===== src/rtl/puzzle_loader_pkg.sv =====
// Shared constants, FSM encoding and ROM image
// for the puzzle loader.
package puzzle_loader_pkg;

    localparam int CELLS       = 81;
    localparam int NUM_PUZZLES = 8;
    localparam int ADDR_W      = 10;
    localparam int BOARD_W     = 4 * CELLS;
    localparam int IMG_W       = 4 * NUM_PUZZLES * CELLS;

    typedef enum logic [1:0] {
        S_IDLE  = 2'd0,
        S_FETCH = 2'd1,
        S_DONE  = 2'd2
    } state_t;

    // Cell k lives in board bits [4k+3:4k].
    function automatic logic [8:0] cell_lsb(input logic [6:0] k);
        return {k, 2'b00};
    endfunction

    // Puzzles in reading order: first hex digit is cell 0.
    localparam logic [BOARD_W-1:0] PUZ0 = 324'h530070000_600195000_098000060_800060003_400803001_700020006_060000280_000419005_000080079;
    localparam logic [BOARD_W-1:0] PUZ1 = 324'hf10000000_000000000_000000000_000000000_000000000_000000000_000000000_000000000_00000009f;
    localparam logic [BOARD_W-1:0] PUZ3 = 324'h534678912_672195348_198342567_859761423_4268c3791_713924856_961537284_287419635_345286179;
    localparam logic [BOARD_W-1:0] PUZ5 = 324'h534678912_672195348_198342567_859761423_426853791_713924856_961537284_287419635_345286179;

    function automatic logic [BOARD_W-1:0] puzzle_image(input int i);
        case (i)
            0:       return PUZ0;
            1:       return PUZ1;
            3:       return PUZ3;
            5:       return PUZ5;
            default: return '0;
        endcase
    endfunction

    // Flat ROM image: word (p*CELLS + k) holds cell k of puzzle p.
    function automatic logic [IMG_W-1:0] rom_image();
        logic [IMG_W-1:0]   img;
        logic [BOARD_W-1:0] p;
        img = '0;
        for (int i = 0; i < NUM_PUZZLES; i++) begin
            p = puzzle_image(i);
            for (int k = 0; k < CELLS; k++) begin
                img[(i*CELLS + k)*4 +: 4] = p[(CELLS-1-k)*4 +: 4];
            end
        end
        return img;
    endfunction

endpackage


===== src/rtl/puzzle_loader_rom.sv =====
// Puzzle ROM: 4-bit words, one-cycle registered read,
// address = sel*81 + cell.
module puzzle_rom
    import puzzle_loader_pkg::*;
#(
    parameter int NUM_PUZZLES = puzzle_loader_pkg::NUM_PUZZLES,
    parameter int CELLS       = puzzle_loader_pkg::CELLS
) (
    input  logic              clk,
    input  logic [ADDR_W-1:0] addr,
    output logic [3:0]        data
);

    localparam int IMG_DEPTH = IMG_W / 4;
    localparam int REQ_DEPTH = NUM_PUZZLES * CELLS;
    localparam int DEPTH     = (REQ_DEPTH < IMG_DEPTH) ? REQ_DEPTH : IMG_DEPTH;

    localparam logic [IMG_W-1:0] IMG = rom_image();

    // Registered read; addresses past the image read as blank.
    always_ff @(posedge clk) begin
        if (int'(addr) < DEPTH) begin
            data <= IMG[{addr, 2'b00} +: 4];
        end else begin
            data <= 4'd0;
        end
    end

endmodule


===== src/rtl/puzzle_loader.sv =====
// Copies one ROM puzzle into the board registers,
// then pulses start for the solver.
module puzzle_loader
    import puzzle_loader_pkg::*;
#(
    parameter int NUM_PUZZLES = puzzle_loader_pkg::NUM_PUZZLES,
    parameter int CELLS       = puzzle_loader_pkg::CELLS
) (
    input  logic           clk,
    input  logic           reset,
    input  logic           load,
    input  logic [2:0]     puzzle_sel,
    output logic           busy,
    output logic           start,
    output logic [323:0]   init_board,
    output logic [80:0]    init_board_blank,
    output logic [6:0]     clue_count,
    output logic           bad_cell
);

    state_t            state;
    state_t            state_n;
    logic [2:0]        sel_q;
    logic [6:0]        rd_cnt;
    logic [6:0]        wr_cnt;
    logic              rd_v;
    logic [ADDR_W-1:0] rom_addr;
    logic [3:0]        rom_data;

    assign rom_addr = ADDR_W'(sel_q) * ADDR_W'(CELLS)
                    + ADDR_W'(rd_cnt);

    puzzle_rom #(
        .NUM_PUZZLES (NUM_PUZZLES),
        .CELLS       (CELLS)
    ) u_rom (
        .clk  (clk),
        .addr (rom_addr),
        .data (rom_data)
    );

    // State register.
    always_ff @(posedge clk) begin
        if (reset) begin
            state <= S_IDLE;
        end else begin
            state <= state_n;
        end
    end

    // Next state and status outputs.
    always_comb begin
        state_n = state;
        busy    = 1'b0;
        start   = 1'b0;
        case (state)
            S_IDLE: begin
                if (load) state_n = S_FETCH;
            end
            S_FETCH: begin
                busy = 1'b1;
                if (rd_v && wr_cnt == 7'(CELLS-1)) begin
                    state_n = S_DONE;
                end
            end
            S_DONE: begin
                busy    = 1'b1;
                start   = 1'b1;
                state_n = S_IDLE;
            end
            default: state_n = S_IDLE;
        endcase
    end

    // Read pointer, write pointer and board registers.
    always_ff @(posedge clk) begin
        if (reset) begin
            sel_q            <= '0;
            rd_cnt           <= '0;
            wr_cnt           <= '0;
            rd_v             <= 1'b0;
            init_board       <= '0;
            init_board_blank <= '0;
            clue_count       <= '0;
            bad_cell         <= 1'b0;
        end else begin
            rd_v <= 1'b0;
            if (state == S_IDLE && load) begin
                sel_q            <= puzzle_sel;
                rd_cnt           <= '0;
                wr_cnt           <= '0;
                init_board       <= '0;
                init_board_blank <= '0;
                clue_count       <= '0;
                bad_cell         <= 1'b0;
            end
            if (state == S_FETCH) begin
                if (rd_cnt < 7'(CELLS)) begin
                    rd_cnt <= rd_cnt + 7'd1;
                    rd_v   <= 1'b1;
                end
                if (rd_v && wr_cnt < 7'(CELLS)) begin
                    wr_cnt <= wr_cnt + 7'd1;
                    if (rom_data != 4'd0 && rom_data <= 4'd9) begin
                        init_board[cell_lsb(wr_cnt) +: 4] <= rom_data;
                        init_board_blank[wr_cnt] <= 1'b0;
                        clue_count <= clue_count + 7'd1;
                    end else begin
                        init_board[cell_lsb(wr_cnt) +: 4] <= 4'd0;
                        init_board_blank[wr_cnt] <= 1'b1;
                        if (rom_data > 4'd9) bad_cell <= 1'b1;
                    end
                end
            end
        end
    end

endmodule

===== config.mk =====
export PLATFORM = sky130hd
export DESIGN_NAME = puzzle_loader
export DESIGN_NICKNAME = d
export VERILOG_FILES = /design/src/rtl/puzzle_loader_pkg.sv /design/src/rtl/puzzle_loader_rom.sv /design/src/rtl/puzzle_loader.sv
export SDC_FILE = /design/constraint.sdc
export NUM_CORES = 1
export LEC_CHECK = 0
export CORE_ASPECT_RATIO = 2
export CORE_UTILIZATION = 40
export DETAILED_ROUTE_END_ITERATION = 16
export PLACE_DENSITY = 0.65
export SLEW_MARGIN = 5
export SYNTH_ARGS = -nofsm -noshare
export SYNTH_HDL_FRONTEND = slang
export SYNTH_SLANG_ARGS = --single-unit

===== constraint.sdc =====
create_clock -name clk -period 4.94 [get_ports clk]
set_input_delay 1.482 -clock clk [delete_from_list [all_inputs] [get_ports clk]]
set_output_delay 1.482 -clock clk [all_outputs]
set_load 0.01 [all_outputs]

==> results.md, run 1 <==
- Outcome: complete, no violations
- Max-slew headroom: 0.126
- Dpl ws: 958 ps
- MaxCap Viol Count: 0
- Worst setup SP type: register
- GR Util All Layers: 0.347
- Initial antenna violation count: 0
- Die area: 50,900 sq um
- Largest net degree at the start of global routing: 225
- Most frequent cells in the layout: dfxtp_1 (437), clkdlybuf4s50_1 (419), nor2_1 (303), nand3_1 (243), a21oi_1 (219)
- TritonCTS clock tree: yes
- Reg clk slew, reported paths: 70 ps
- Min cycle time layout: 4130 ps
- Io pins: 421
- Routed wire per std cell: 26.5 microns
- Flops & latches, synth: 437
- Die height: 318 microns
- Pins Over Slew Limit: 0
- Final setup viols: 0
- Port Buffers: 420
- Distinct cells, synth: 85
- Number of gates resized after cts: 0
- Antenna Cells: 0
- Row cnt: 115
- Vias per cell: 6.27
- Leak: 8.62 nW
- Die width: 160 microns
- Final hold slack: 460 ps
- GPL Wtd Cong: 0.953
- First-pass GRT wire length: 135 mm
- Commonest non-fill, non-tap cell in the layout: dfxtp_1
- Area grow syn2layout: 30.1%
- Routed Antenna Nets: 0
- Crit Path Category: reg2reg
- Critical-path top delay cell: nor3_2
- GR Overflow Total: 0
- CP cell instances: inv_1, ha_1, nand2b_1, nand2_1, nor3_2, nand2_1, or3_1, a21oi_1
- Final hold vios: 0
- Async set or reset register ratio after synthesis: 0
- CTS Root Cell: clkbuf_16
- Crit path buf inv count: 1
- Most used cell along the critical path: nand2_1
- Worst hold-check path type: reg2reg
- Clk sinks: 437
- Cells after Synth: 2,467
- Peak supply drop: 0.289 mV
- Core area: 49,200 sq um
- H-Tree Level Count: 2
- Iteration-0 DRC Markers: 2,117
- Largest area contributor in the netlist: dfxtp_1
- Starting Density: 0.406
- Share of the synthesized area in the top cell type: 0.438
- Share of cells above drive strength 1: 0.0552
- Worst-margin pin slew: 1310 ps
- Dominant cells by area after synthesis: dfxtp_1 (44%), nand3_1 (6.1%), nor2_1 (5.7%)
- Vias in the first global route: 20,900
- Worst Path Max Fanout: 16
- RSZ-0062 raised after global routing: false
- DRT Wirelength: 91.4 mm
- Post-CTS setup buffer count: 0
- Mapped Area: 20,000 sq um
- Primary FF master, synth: dfxtp_1
- Worst skew pair latency: 580 ps
- Layout Utilization: 0.528
- CTS Hold Bufs: 0
- Avg Inst Size Synth: 8.10 sq um
- Tcrit/Tclk final: 0.836
- Dpl hpwl: 66.9 mm
- Clock Path Buffers: 3
- # DRC: 0
- Synthesis Warnings: 0
- Finished Cell Area: 26,000 sq um
- Setup TNS: 0 ps
- CTS buffer count: 41
- Setup ws final: 812 ps
- Vias: 21,600
- Pwr dens: 364 nW/um^2
- Clock Skews: 28.0 ps
- Placed Area: 24,600 sq um
- Nets: 2,821
- Sequential element share of the synthesized area: 0.438
- CP max stage delay: 940 ps
- Critical Path RT: 5420 ps
- TritonRoute pass-1 iters: 6
- Number of flops mapped to enable cells by yosys: 0
- Fmax: 242 MHz
- Worst EP arrival: 4610 ps
- CP Capture Type: register
- Mapped Nets: 2,513
- Crit path max-delay family: simple AND/OR/NAND/NOR gates
[path summary, 6_finish.rpt]
check,from,endpoint,slack [ps],depth (start not counted)
setup / recovery,wr_cnt[1]$_SDFF_PP0_,init_board[304]$_SDFF_PP0_,810,8
hold / removal,init_board[207]$_SDFF_PP0_,init_board[207]$_SDFF_PP0_,460,2
setup reg to reg,wr_cnt[1]$_SDFF_PP0_,init_board[304]$_SDFF_PP0_,810,8
hold reg to reg,init_board[207]$_SDFF_PP0_,init_board[207]$_SDFF_PP0_,460,2
[stage by stage]
| step | power, mW | instances |
|---|---|---|
| after floorplan | 5.21 | 2467 |
| after global placement | 6.09 | 3375 |
| after detailed placement | 6.10 | 3375 |
| after CTS | 9.40 | 3449 |
| after global routing | 9.72 | 3449 |
| final | 9.46 | 3449 |
[synth_stat cells (all sizes together), types with 12 or more instances]
cell type / number
a211oi: 19
a21oi: 219
a22o: 24
a22oi: 68
a31oi: 119
a32oi: 19
and2: 26
and3: 25
buf: 43
clkbuf: 150
dfxtp: 437
ha: 39
inv: 14
nand2: 185
nand2b: 13
nand3: 243
nand4: 12
nor2: 307
nor2b: 13
nor3: 122
nor4: 16
o211ai: 93
o21ai: 88
or3: 52
[layer usage]
layer,share of wire,GRT usage,wire length [microns]
met1,0.34,0.368,30900
met2,0.49,0.604,45200
met3,0.082,0.0634,7520
met4,0.086,0.269,7840
met5,0,0,0
[cells by family after synthesis]
| kind of cell | Yosys count | share of synthesized area |
|---|---|---|
| and+or+nand+nor | 1038 | 0.250 |
| buffers and inverters | 208 | 0.0420 |
| xor gates and xnor gates | 13 | 0.00570 |
| adders and majority gates | 40 | 0.0254 |
| DFF | 437 | 0.438 |
| muxes | 13 | 0.00789 |
| AOI/OAI and AO/OA | 718 | 0.231 |
[worst min-delay path: stages, from the launching register on]
cell     delay [ps]
dfxtp_1         320
nand2_1          50
o21ai_1          50
[registers in the layout (all words and copies together), names as in the netlist]
| name | count |
|---|---|
| init_board_blank | 81 |
| rd_cnt | 7 |
| init_board | 324 |
| state | 2 |
| u_rom.data | 4 |
| clue_count | 7 |
| rd_v | 1 |
| bad_cell | 1 |
| sel_q | 3 |
| wr_cnt | 7 |
[report_power, final]
group / switching (mW) / leakage (nW) / internal [mW]
Combinational: 1.94 / 4.42 / 0.580
Sequential: 0.0358 / 3.52 / 3.56
Clock: 1.50 / 0.679 / 1.84
[area by class of cell]
cell class	count	area, sq um
Multi-Input combinational cell	1822	10400
Tap cell	643	805
Inverter	15	56.3
Timing Repair Buffer	458	4530
Clock buffer	54	1170
Sequential cell	437	8750
Clock inverter	20	228
Fill cell	4670	23200
No activity file was read; power rests on OpenSTA's default activity.
==> run 2: changes to the inputs <==
==> constraint.sdc (replaced) <==
create_clock -name clk -period 4.2 [get_ports clk]
set_input_delay 1.26 -clock clk [delete_from_list [all_inputs] [get_ports clk]]
set_output_delay 1.26 -clock clk [all_outputs]
set_load 0.01 [all_outputs]
==> results.md, run 2 (same netlist as run 1, synthesis figures left out) <==
- Outcome: complete, no violations
- CP max stage delay: 780 ps
- Vias in the first global route: 20,700
- Leak: 8.83 nW
- Routed Antenna Nets: 0
- CTS Hold Bufs: 0
- DRT Wirelength: 91.0 mm
- GR Util All Layers: 0.345
- Tcrit/Tclk final: 0.865
- RSZ-0062 raised after global routing: false
- TritonRoute pass-1 iters: 8
- CP cell instances: inv_1, ha_1, nand2b_1, nand2_1, nor2_1, nand2_1, or3_1, a21oi_1
- GPL Wtd Cong: 0.985
- Critical Path RT: 4700 ps
- Worst Path Max Fanout: 16
- GR Overflow Total: 0
- Vias: 21,800
- Final setup viols: 0
- Peak supply drop: 0.418 mV
- H-Tree Level Count: 2
- Dpl hpwl: 67.8 mm
- Vias per cell: 6.23
- Die width: 160 microns
- Starting Density: 0.406
- First-pass GRT wire length: 133 mm
- CTS buffer count: 40
- Setup TNS: 0 ps
- Die height: 318 microns
- Critical-path top delay cell: nor2_1
- Io pins: 421
- Row cnt: 115
- Worst-margin pin slew: 1090 ps
- Post-CTS setup buffer count: 0
- Nets: 2,864
- Top Registers: init_board x324, init_board_blank x81
- Final hold vios: 0
- Worst setup SP type: register
- Max reg flops: 324
- Area grow syn2layout: 31.7%
- Core area: 49,200 sq um
- Reg clk slew, reported paths: 60 ps
- Number of gates resized after cts: 0
- Max-slew headroom: 0.268
- Layout Utilization: 0.534
- Most used cell along the critical path: nand2_1
- Die area: 50,900 sq um
- Clock Skews: 32.8 ps
- Port Buffers: 420
- Crit Path Category: reg2reg
- Fmax: 275 MHz
- Clock Path Buffers: 3
- CP Capture Type: register
- Crit path max-delay family: simple AND/OR/NAND/NOR gates
- Commonest non-fill, non-tap cell in the layout: dfxtp_1
- Initial antenna violation count: 1
- Clk sinks: 437
- # DRC: 0
- TritonCTS clock tree: yes
- Largest net degree at the start of global routing: 139
- Pins Over Slew Limit: 0
- Biggest register: init_board
- Share of cells above drive strength 1: 0.0691
- Most frequent cells in the layout: dfxtp_1 (437), clkdlybuf4s50_1 (419), nor2_1 (303), nand3_1 (243), a21oi_1 (219)
- Min cycle time layout: 3630 ps
- Pwr dens: 425 nW/um^2
- Iteration-0 DRC Markers: 2,228
- MaxCap Viol Count: 0
- Worst skew pair latency: 580 ps
- CTS Root Cell: clkbuf_16
- Worst hold-check path type: reg2reg
- Crit path buf inv count: 1
- Worst EP arrival: 4130 ps
- Routed wire per std cell: 26.1 microns
## run 2: per-layer routing
layer	wire length, microns	up-vias	global-route usage	share of wire
met4	8130	0	0.272	0.089
met1	30700	10300	0.364	0.34
met5	0	-	0	0
met3	7190	379	0.0593	0.079
li1	-	9789	-	-
met2	45000	1286	0.602	0.49
## run 2: where the power goes
part           switching (mW)  internal (mW)  leakage [nW]
Clock                    1.74           2.13         0.663
Combinational            2.30          0.787          4.65
Sequential             0.0483           4.19          3.52
## run 2: cell type report
cell class,instances,area [sq um]
fill,4689,22900
multi-input combinational,1822,10400
sequential,437,8750
timing repair buffer,502,4890
clock buffer,56,1190
tap,643,805
clock inverter,17,170
inverter,15,56.3
antenna,1,2.50
## run 2: metrics by stage
stage | area, sq um | hold slack [ps] | std cells | total power [mW] | setup slack [ps]
after global placement | 24900 | 441 | 3419 | 7.31 | 766
after detailed placement | 24900 | 451 | 3419 | 7.30 | 688
after CTS | 26300 | 467 | 3492 | 11.1 | 659
after global routing | 26300 | 484 | 3493 | 11.5 | 449
after floorplan | 20000 | 469 | 2467 | 6.13 | 741
final | 26300 | 467 | 3493 | 11.2 | 569
## run 2: final timing paths
kind                            cells after the start                        from                    endpoint  slack [ps]
worst min-delay path                                2  init_board[302]$_SDFF_PP0_  init_board[302]$_SDFF_PP0_         470
worst max-delay path                                8        wr_cnt[1]$_SDFF_PP0_  init_board[302]$_SDFF_PP0_         570
worst min register to register                      2  init_board[302]$_SDFF_PP0_  init_board[302]$_SDFF_PP0_         470
worst max register to register                      8        wr_cnt[1]$_SDFF_PP0_  init_board[302]$_SDFF_PP0_         570
## run 2: worst min-delay path, delay by kind of cell (launching register included)
kind	cells	cell delay, ps
simple gates	1	60
compound gates	1	50
flops	1	310
